File: config.mk
export PLATFORM = sky130hd
export DESIGN_NAME = addr_accept_queue
export DESIGN_NICKNAME = d
export VERILOG_FILES = /design/src/rtl/addr_accept_pkg.sv /design/src/rtl/addr_fifo.sv /design/src/rtl/addr_accept_queue.sv
export SDC_FILE = /design/constraint.sdc
export NUM_CORES = 1
export LEC_CHECK = 0
export BUFFER_PORTS_ARGS = -buffer_cell sky130_fd_sc_hd__buf_2
export CORE_MARGIN = 5
export CORE_UTILIZATION = 40
export DETAILED_ROUTE_END_ITERATION = 10
export GPL_TIMING_DRIVEN = 1
export PLACE_DENSITY = 0.58
export SKIP_CTS_REPAIR_TIMING = 1
export SLEW_MARGIN = 30
export SYNTH_ARGS = -nofsm -noshare
export SYNTH_HDL_FRONTEND = slang
export SYNTH_SLANG_ARGS = --single-unit
File: constraint.sdc
create_clock -name go -period 6.2 [get_ports go]
set_input_delay 0.62 -clock go [delete_from_list [all_inputs] [get_ports go]]
set_output_delay 0.62 -clock go [all_outputs]
set_load 0.02 [all_outputs]
File: src/rtl/addr_accept_pkg.sv
// Shared types and constants for the address accept queue.
// No logic: widths, the stage-1 register layout and a saturating increment helper.
// Backpressure: not applicable.
package addr_accept_pkg;

    localparam int ADDR_W    = 25;  // request address bits [27:3]
    localparam int CNT_W     = 8;   // reject counter width
    localparam int DEPTH_DEF = 4;   // default queue depth

    typedef logic [ADDR_W-1:0] addr_t;
    typedef logic [CNT_W-1:0]  cnt_t;

    localparam cnt_t CNT_MAX = '1;

    // Request held for one cycle so its address lines up with the decode
    // stage's registered hit.
    typedef struct packed {
        logic  vld;
        addr_t addr;
    } s1_t;

    // Counter increment that sticks at all-ones instead of wrapping.
    function automatic cnt_t sat_inc(input cnt_t v);
        return (v == CNT_MAX) ? v : v + cnt_t'(1);
    endfunction

endpackage

File: src/rtl/addr_fifo.sv
// Address FIFO: DEPTH-entry storage with wrap-bit read/write pointers.
// Latency: push visible at head the cycle after the write; head is fall-through.
// Backpressure: a push while full is dropped unless a pop frees a slot that same cycle.
//
// Ports:
//   go, rst_n        clock, synchronous active-low reset (pointers only)
//   push, push_dat   write request and data
//   pop              read request, ignored when empty
//   head_dat         entry at the read pointer (undefined when empty)
//   full, empty      occupancy flags
//   count            number of valid entries, 0..DEPTH
module addr_fifo
    import addr_accept_pkg::*;
#(
    parameter  int DEPTH = DEPTH_DEF,
    localparam int PTR_W = $clog2(DEPTH)
) (
    input  logic              go,
    input  logic              rst_n,
    input  logic              push,
    input  logic [ADDR_W-1:0] push_dat,
    input  logic              pop,
    output logic [ADDR_W-1:0] head_dat,
    output logic              full,
    output logic              empty,
    output logic [PTR_W:0]    count
);

    localparam logic [PTR_W:0] PTR_ONE = (PTR_W+1)'(1);

    // The extra MSB on each pointer is a lap bit: equal low bits with
    // different lap bits means full, fully equal pointers means empty.
    logic [PTR_W:0] wr_ptr_q, wr_ptr_d;
    logic [PTR_W:0] rd_ptr_q, rd_ptr_d;
    addr_t          mem_q [DEPTH];
    addr_t          mem_d [DEPTH];
    logic           wr_en;
    logic           rd_en;

    always_comb begin
        empty = (wr_ptr_q == rd_ptr_q);
        full  = (wr_ptr_q[PTR_W] != rd_ptr_q[PTR_W]) &&
                (wr_ptr_q[PTR_W-1:0] == rd_ptr_q[PTR_W-1:0]);
        count = wr_ptr_q - rd_ptr_q;

        rd_en = pop & ~empty;
        // A pop in the same cycle frees the slot the push needs.
        wr_en = push & (~full | rd_en);

        wr_ptr_d = wr_en ? (wr_ptr_q + PTR_ONE) : wr_ptr_q;
        rd_ptr_d = rd_en ? (rd_ptr_q + PTR_ONE) : rd_ptr_q;

        mem_d = mem_q;
        if (wr_en) begin
            mem_d[wr_ptr_q[PTR_W-1:0]] = push_dat;
        end

        head_dat = mem_q[rd_ptr_q[PTR_W-1:0]];
    end

    always_ff @(posedge go) begin
        if (!rst_n) begin
            wr_ptr_q <= '0;
            rd_ptr_q <= '0;
        end else begin
            wr_ptr_q <= wr_ptr_d;
            rd_ptr_q <= rd_ptr_d;
        end
    end

    // Storage needs no reset: the pointers decide what is valid.
    always_ff @(posedge go) begin
        mem_q <= mem_d;
    end

endmodule

File: src/rtl/addr_accept_queue.sv
// Address accept queue: registers requests, keeps those the decode stage hits, counts rejects.
// Latency: req_vld in cycle N, hit in N+1, out_vld at N+2 at the earliest (fall-through head).
// Backpressure: full reserves a slot for the in-flight request; req_vld while full is dropped and sets ovf.
//
// Ports:
//   go, rst_n            clock, synchronous active-low reset
//   req_vld, req_addr    upstream request (address bits [27:3])
//   hit                  decode-stage qualify for the request presented one cycle earlier
//   full                 upstream must hold off req_vld
//   out_vld, out_addr    queue head; out_addr reads zero when nothing is valid
//   out_rdy              consumer takes the head
//   rej_cnt              saturating count of requests that missed
//   ovf                  sticky: a request arrived while full
module addr_accept_queue
    import addr_accept_pkg::*;
#(
    parameter  int DEPTH = DEPTH_DEF,
    localparam int PTR_W = $clog2(DEPTH)
) (
    input  logic              go,
    input  logic              rst_n,
    input  logic              req_vld,
    input  logic [ADDR_W-1:0] req_addr,
    input  logic              hit,
    output logic              full,
    output logic              out_vld,
    output logic [ADDR_W-1:0] out_addr,
    input  logic              out_rdy,
    output logic [CNT_W-1:0]  rej_cnt,
    output logic              ovf
);

    localparam logic [PTR_W:0] LAST_FREE = (PTR_W+1)'(DEPTH-1);

    s1_t            s1_q, s1_d;
    cnt_t           rej_cnt_q, rej_cnt_d;
    logic           ovf_q, ovf_d;

    logic           full_int;
    logic           fifo_push;
    logic           fifo_pop;
    logic           fifo_full;
    logic           fifo_empty;
    logic [PTR_W:0] fifo_count;
    addr_t          fifo_head;

    always_comb begin
        // count + s1_vld >= DEPTH. Because the in-flight slot is always
        // reserved, count never exceeds DEPTH, so this reduces to: the FIFO
        // is already full, or one slot is left and a request is in flight.
        full_int = fifo_full | ((fifo_count == LAST_FREE) & s1_q.vld);

        fifo_push = s1_q.vld & hit;
        fifo_pop  = ~fifo_empty & out_rdy;

        s1_d.vld  = req_vld & ~full_int;
        s1_d.addr = req_addr;

        rej_cnt_d = rej_cnt_q;
        if (s1_q.vld & ~hit) begin
            rej_cnt_d = sat_inc(rej_cnt_q);
        end

        ovf_d = ovf_q | (req_vld & full_int);

        // Outputs are forced quiet while reset is held so they are defined
        // even before the first reset edge has cleared the pointers.
        full     = rst_n & full_int;
        out_vld  = rst_n & ~fifo_empty;
        out_addr = (rst_n & ~fifo_empty) ? fifo_head : '0;
        rej_cnt  = rej_cnt_q;
        ovf      = ovf_q;
    end

    always_ff @(posedge go) begin
        if (!rst_n) begin
            s1_q      <= '0;
            rej_cnt_q <= '0;
            ovf_q     <= 1'b0;
        end else begin
            s1_q      <= s1_d;
            rej_cnt_q <= rej_cnt_d;
            ovf_q     <= ovf_d;
        end
    end

    addr_fifo #(
        .DEPTH    (DEPTH)
    ) u_fifo (
        .go       (go),
        .rst_n    (rst_n),
        .push     (fifo_push),
        .push_dat (s1_q.addr),
        .pop      (fifo_pop),
        .head_dat (fifo_head),
        .full     (fifo_full),
        .empty    (fifo_empty),
        .count    (fifo_count)
    );

endmodule
==> flow_metrics.py <==
metrics = {
    "outcome": {
        "status": "completed",
    },
    "synth": {
        "synth-compound-area-share_pct": 3.01,
        "synth.area.mux_share_pct": 11.7,
        "synth_area_mm2": 0.00549,
        "synth-xor-area-share_pct": 0.866,
        "synth_top_family_by_area": "multiplexers",
        "dominantRegCellSynth": "sky130_fd_sc_hd__edfxtp_1",
        "mean_area_per_synthesized_cell_um2": 16.8,
        "adder_cell_fraction_of_synth_area_pct": 2.19,
        "postSynthCellCount": 327,
        "post_synth_num_cell_types": 39,
        "synth_nets": 366,
        "synth_edf_count": 100,
        "seq_area_frac_synth_pct": 69.6,
        "synth-warning-count": 0,
        "ys_async_rst_share_pct": 0,
        "synth_seq_cells": 141,
        "yosys.area_share.simple_pct": 10.2,
    },
    "critical_path": {
        "path_max_fanout": 29,
        "crit_buf_inv": 2,
        "worst_r2r_path_depth": 5,
        "cell_by_cell_trace_of_the_critical_path": "ha_1 > inv_1 > fa_1 > nand3b_1 > o22ai_1 > and2_1 > buf_2",
        "crit_end": "full",
        "cp-startpoint": "u_fifo.rd_ptr_q[0]",
        "critical-path-slowest-cell": "sky130_fd_sc_hd__dfxtp_4",
        "rrSetupSlack_ns": 3.38,
        "critPathLaunchType": "flip-flop",
        "cp.depth": 7,
        "max_stage_delay_ns": 0.71,
        "path_class": "flip-flop to output pin",
        "required_time_at_the_worst_slack_endpoint_ns": 5.58,
        "r2r-end": "u_fifo.mem_q[82]",
        "arrival_time_reported_for_the_critical_path_endpoint_ns": 2.44,
        "critical_path.reg2reg.startpoint": "u_fifo.rd_ptr_q[0]",
        "cp_top_family": "flip-flops",
        "critical_path.endpoint_type": "output pin",
    },
    "final_layout": {
        "final_common_cell": "sky130_fd_sc_hd__edfxtp_1",
        "n_antenna_cell": 0,
        "fin_cells": 590,
        "layout.cells.most_common_list": "100 x sky130_fd_sc_hd__edfxtp_1, 65 x sky130_fd_sc_hd__buf_2, 40 x sky130_fd_sc_hd__dfxtp_1, 29 x sky130_fd_sc_hd__and2_1, 26 x sky130_fd_sc_hd__nor2b_1",
        "finish.net_count": 440,
        "area.growth.synth_to_final_pct": 20.4,
        "share_of_final_layout_standard_cells_stronger_than_drive_strength_1_pct": 30.4,
        "fin_area_mm2": 0.00661,
    },
    "global_route": {
        "fraction_of_met3_tracks_used_by_global_routing_pct": 4.26,
        "global_route.peak_usage_layer": "met2",
        "groute.layer.met1.usage_pct": 15.5,
        "grt_first_pass_wirelength_um": 15700,
        "pin_count_of_the_biggest_net_entering_global_routing": 54,
        "grt.total_usage_pct": 12.8,
        "grt_remaining_overflow": 0,
        "grt_util_met2_pct": 21.1,
        "grt_antenna_before_repair": 0,
        "vias_in_the_first_global_route": 3055,
    },
    "clock_tree": {
        "clock_tree_from_tritoncts": "yes",
        "clock-sinks": 141,
        "ctsRootBufferMaster": "sky130_fd_sc_hd__clkbuf_16",
        "cts_buffers": 17,
        "skew_pair_late_insertion_delay_ns": 0.41,
        "clockBufferDepth": 2,
        "htreeDepth": 4,
        "worst_setup_hold_path_clk_slew_ns": 0.05,
    },
    "floorplan": {
        "row_count": 42,
        "initial_core_util_pct": 41.1,
        "die_area_mm2": 0.0162,
        "core_mm2": 0.0133,
        "die_w_um": 127,
        "die-height_um": 127,
        "ios": 66,
    },
    "detailed_routing": {
        "vias_per_cell": 4.83,
        "detail_route.drc_violations": 0,
        "average_routed_wire_per_standard_cell_um": 16.3,
        "dr_total_vias": 2847,
        "drt_pre_antenna_iters": 5,
        "routed_wirelength_um": 9630,
        "drtAntennaViolNets": 0,
        "drt_iter0_drc": 201,
    },
    "placement": {
        "post-place-cells": 558,
        "place_worst_setup_slack_ns": 2.94,
        "postPlaceCellArea_mm2": 0.00602,
        "port_buffers": 65,
        "place_congestion": 0.726,
        "place_hpwl_um": 6030,
    },
    "sta": {
        "setup_slack_ns": 3.14,
        "fin_skew_ns": 0.00770,
        "rsz_0062_raised_after_global_routing": "false",
        "relSlewSlack_pct": 62.9,
        "max_freq_ghz": 0.326,
        "layout_min_cycle_time_ns": 3.06,
        "setup-violations-final": 0,
        "final_hold_vio_count": 0,
        "tightestPinTransition_ns": 0.556,
        "finalSetupTns_ns": 0,
        "final.period_utilization_pct": 49.4,
        "slew_violations": 0,
    },
    "flow_run": {
        "drv.max_cap_violation_count": 0,
    },
    "pwr": {
        "cellPowerDensity_mw_per_mm2": 322,
        "power.leakage_nw": 2.48,
        "vdd.ir_drop.worst_mv": 0.224,
    },
    "worst_hold_path": {
        "holdCritStartpoint": "req_addr[8]",
        "hp-class": "input port to flip-flop",
    },
}
==> logic make-up after synthesis <==
logic type,count (synthesis)
buffers and inverters,26
multiplexers,32
AO/OA/AOI/OAI,22
XOR/XNOR,3
flip-flops,141
AND/OR/NAND/NOR,94
adder cells (fa/ha/maj),9
==> state kept, by name (all words and copies together) (netlist names) <==
register and flops:
ovf 1, rej_cnt 8, s1_q 26, u_fifo.mem_q 100, u_fifo.rd_ptr_q 3, u_fifo.wr_ptr_q 3
==> Yosys cell counts, types with 2 or more instances <==
| cell | number | share of area [%] |
|---|---|---|
| sky130_fd_sc_hd__a21oi_1 | 5 | 0.46 |
| sky130_fd_sc_hd__clkbuf_1 | 6 | 0.41 |
| sky130_fd_sc_hd__o21ai_0 | 3 | 0.27 |
| sky130_fd_sc_hd__and4b_1 | 4 | 0.73 |
| sky130_fd_sc_hd__buf_2 | 8 | 0.73 |
| sky130_fd_sc_hd__buf_6 | 3 | 0.62 |
| sky130_fd_sc_hd__a41o_1 | 2 | 0.36 |
| sky130_fd_sc_hd__ha_1 | 8 | 1.8 |
| sky130_fd_sc_hd__o311a_1 | 2 | 0.36 |
| sky130_fd_sc_hd__nand2b_1 | 3 | 0.34 |
| sky130_fd_sc_hd__nor2b_1 | 26 | 3.0 |
| sky130_fd_sc_hd__nand2_1 | 20 | 1.4 |
| sky130_fd_sc_hd__inv_1 | 9 | 0.62 |
| sky130_fd_sc_hd__and3b_1 | 3 | 0.48 |
| sky130_fd_sc_hd__dfxtp_1 | 41 | 15 |
| sky130_fd_sc_hd__mux4_2 | 22 | 9.0 |
| sky130_fd_sc_hd__nand3_1 | 3 | 0.27 |
| sky130_fd_sc_hd__o2111ai_1 | 2 | 0.32 |
| sky130_fd_sc_hd__edfxtp_1 | 100 | 55 |
| sky130_fd_sc_hd__o211a_1 | 2 | 0.36 |
| sky130_fd_sc_hd__mux4_1 | 3 | 1.4 |
| sky130_fd_sc_hd__and2_1 | 29 | 3.3 |
| sky130_fd_sc_hd__mux2i_1 | 7 | 1.3 |
==> power breakdown <==
part | total (W) | internal, W | switching, W | leakage [nW]
Combinational | 0.000110 | 0.0000568 | 0.0000532 | 0.926
Clock | 0.000970 | 0.000625 | 0.000345 | 0.293
Sequential | 0.00105 | 0.00103 | 0.0000233 | 1.26
==> layer usage <==
| layer | vias up | wire (um) |
|---|---|---|
| met5 | - | 0 |
| met4 | 0 | 124 |
| met3 | 11 | 456 |
| met2 | 59 | 4840 |
| met1 | 1399 | 4220 |
| li1 | 1378 | - |
==> stage by stage <==
step	total power [W]	hold WS, ns	util (%)
after floorplan	0.00115	0.438	-
after global placement	0.00118	0.457	44.9
after detailed placement	0.00118	0.467	45.1
after CTS	0.00216	0.391	49.5
after global routing	0.00221	0.401	49.5
final	0.00213	0.414	49.5
==> area by class of cell <==
type | count | area, um^2
clock buffer | 26 | 531
clock inverter | 6 | 53.8
fill | 1190 | 6740
inverter | 9 | 33.8
multi-input combinational | 160 | 1550
sequential | 141 | 3830
tap | 176 | 220
timing repair buffer | 72 | 398
==> worst register-to-register path, stage by stage (launching register included) <==
cell	delay [ns]
sky130_fd_sc_hd__dfxtp_4	0.71
sky130_fd_sc_hd__ha_1	0.35
sky130_fd_sc_hd__and3b_1	0.21
sky130_fd_sc_hd__a21oi_1	0.38
sky130_fd_sc_hd__and2_1	0.51
sky130_fd_sc_hd__buf_4	0.35
==> worst min path at each step <==
stage,to,slack (ns),depth (start not counted)
6_report,s1_q[8],0.41,2
4_1_cts,s1_q[24],0.39,2
3_3_place_gp,u_fifo.mem_q[61],0.46,0
3_5_place_dp,u_fifo.mem_q[11],0.47,0
5_1_grt,s1_q[3],0.40,2
2_1_floorplan,u_fifo.mem_q[0],0.44,0
No activity file was read; power rests on OpenSTA's default activity.
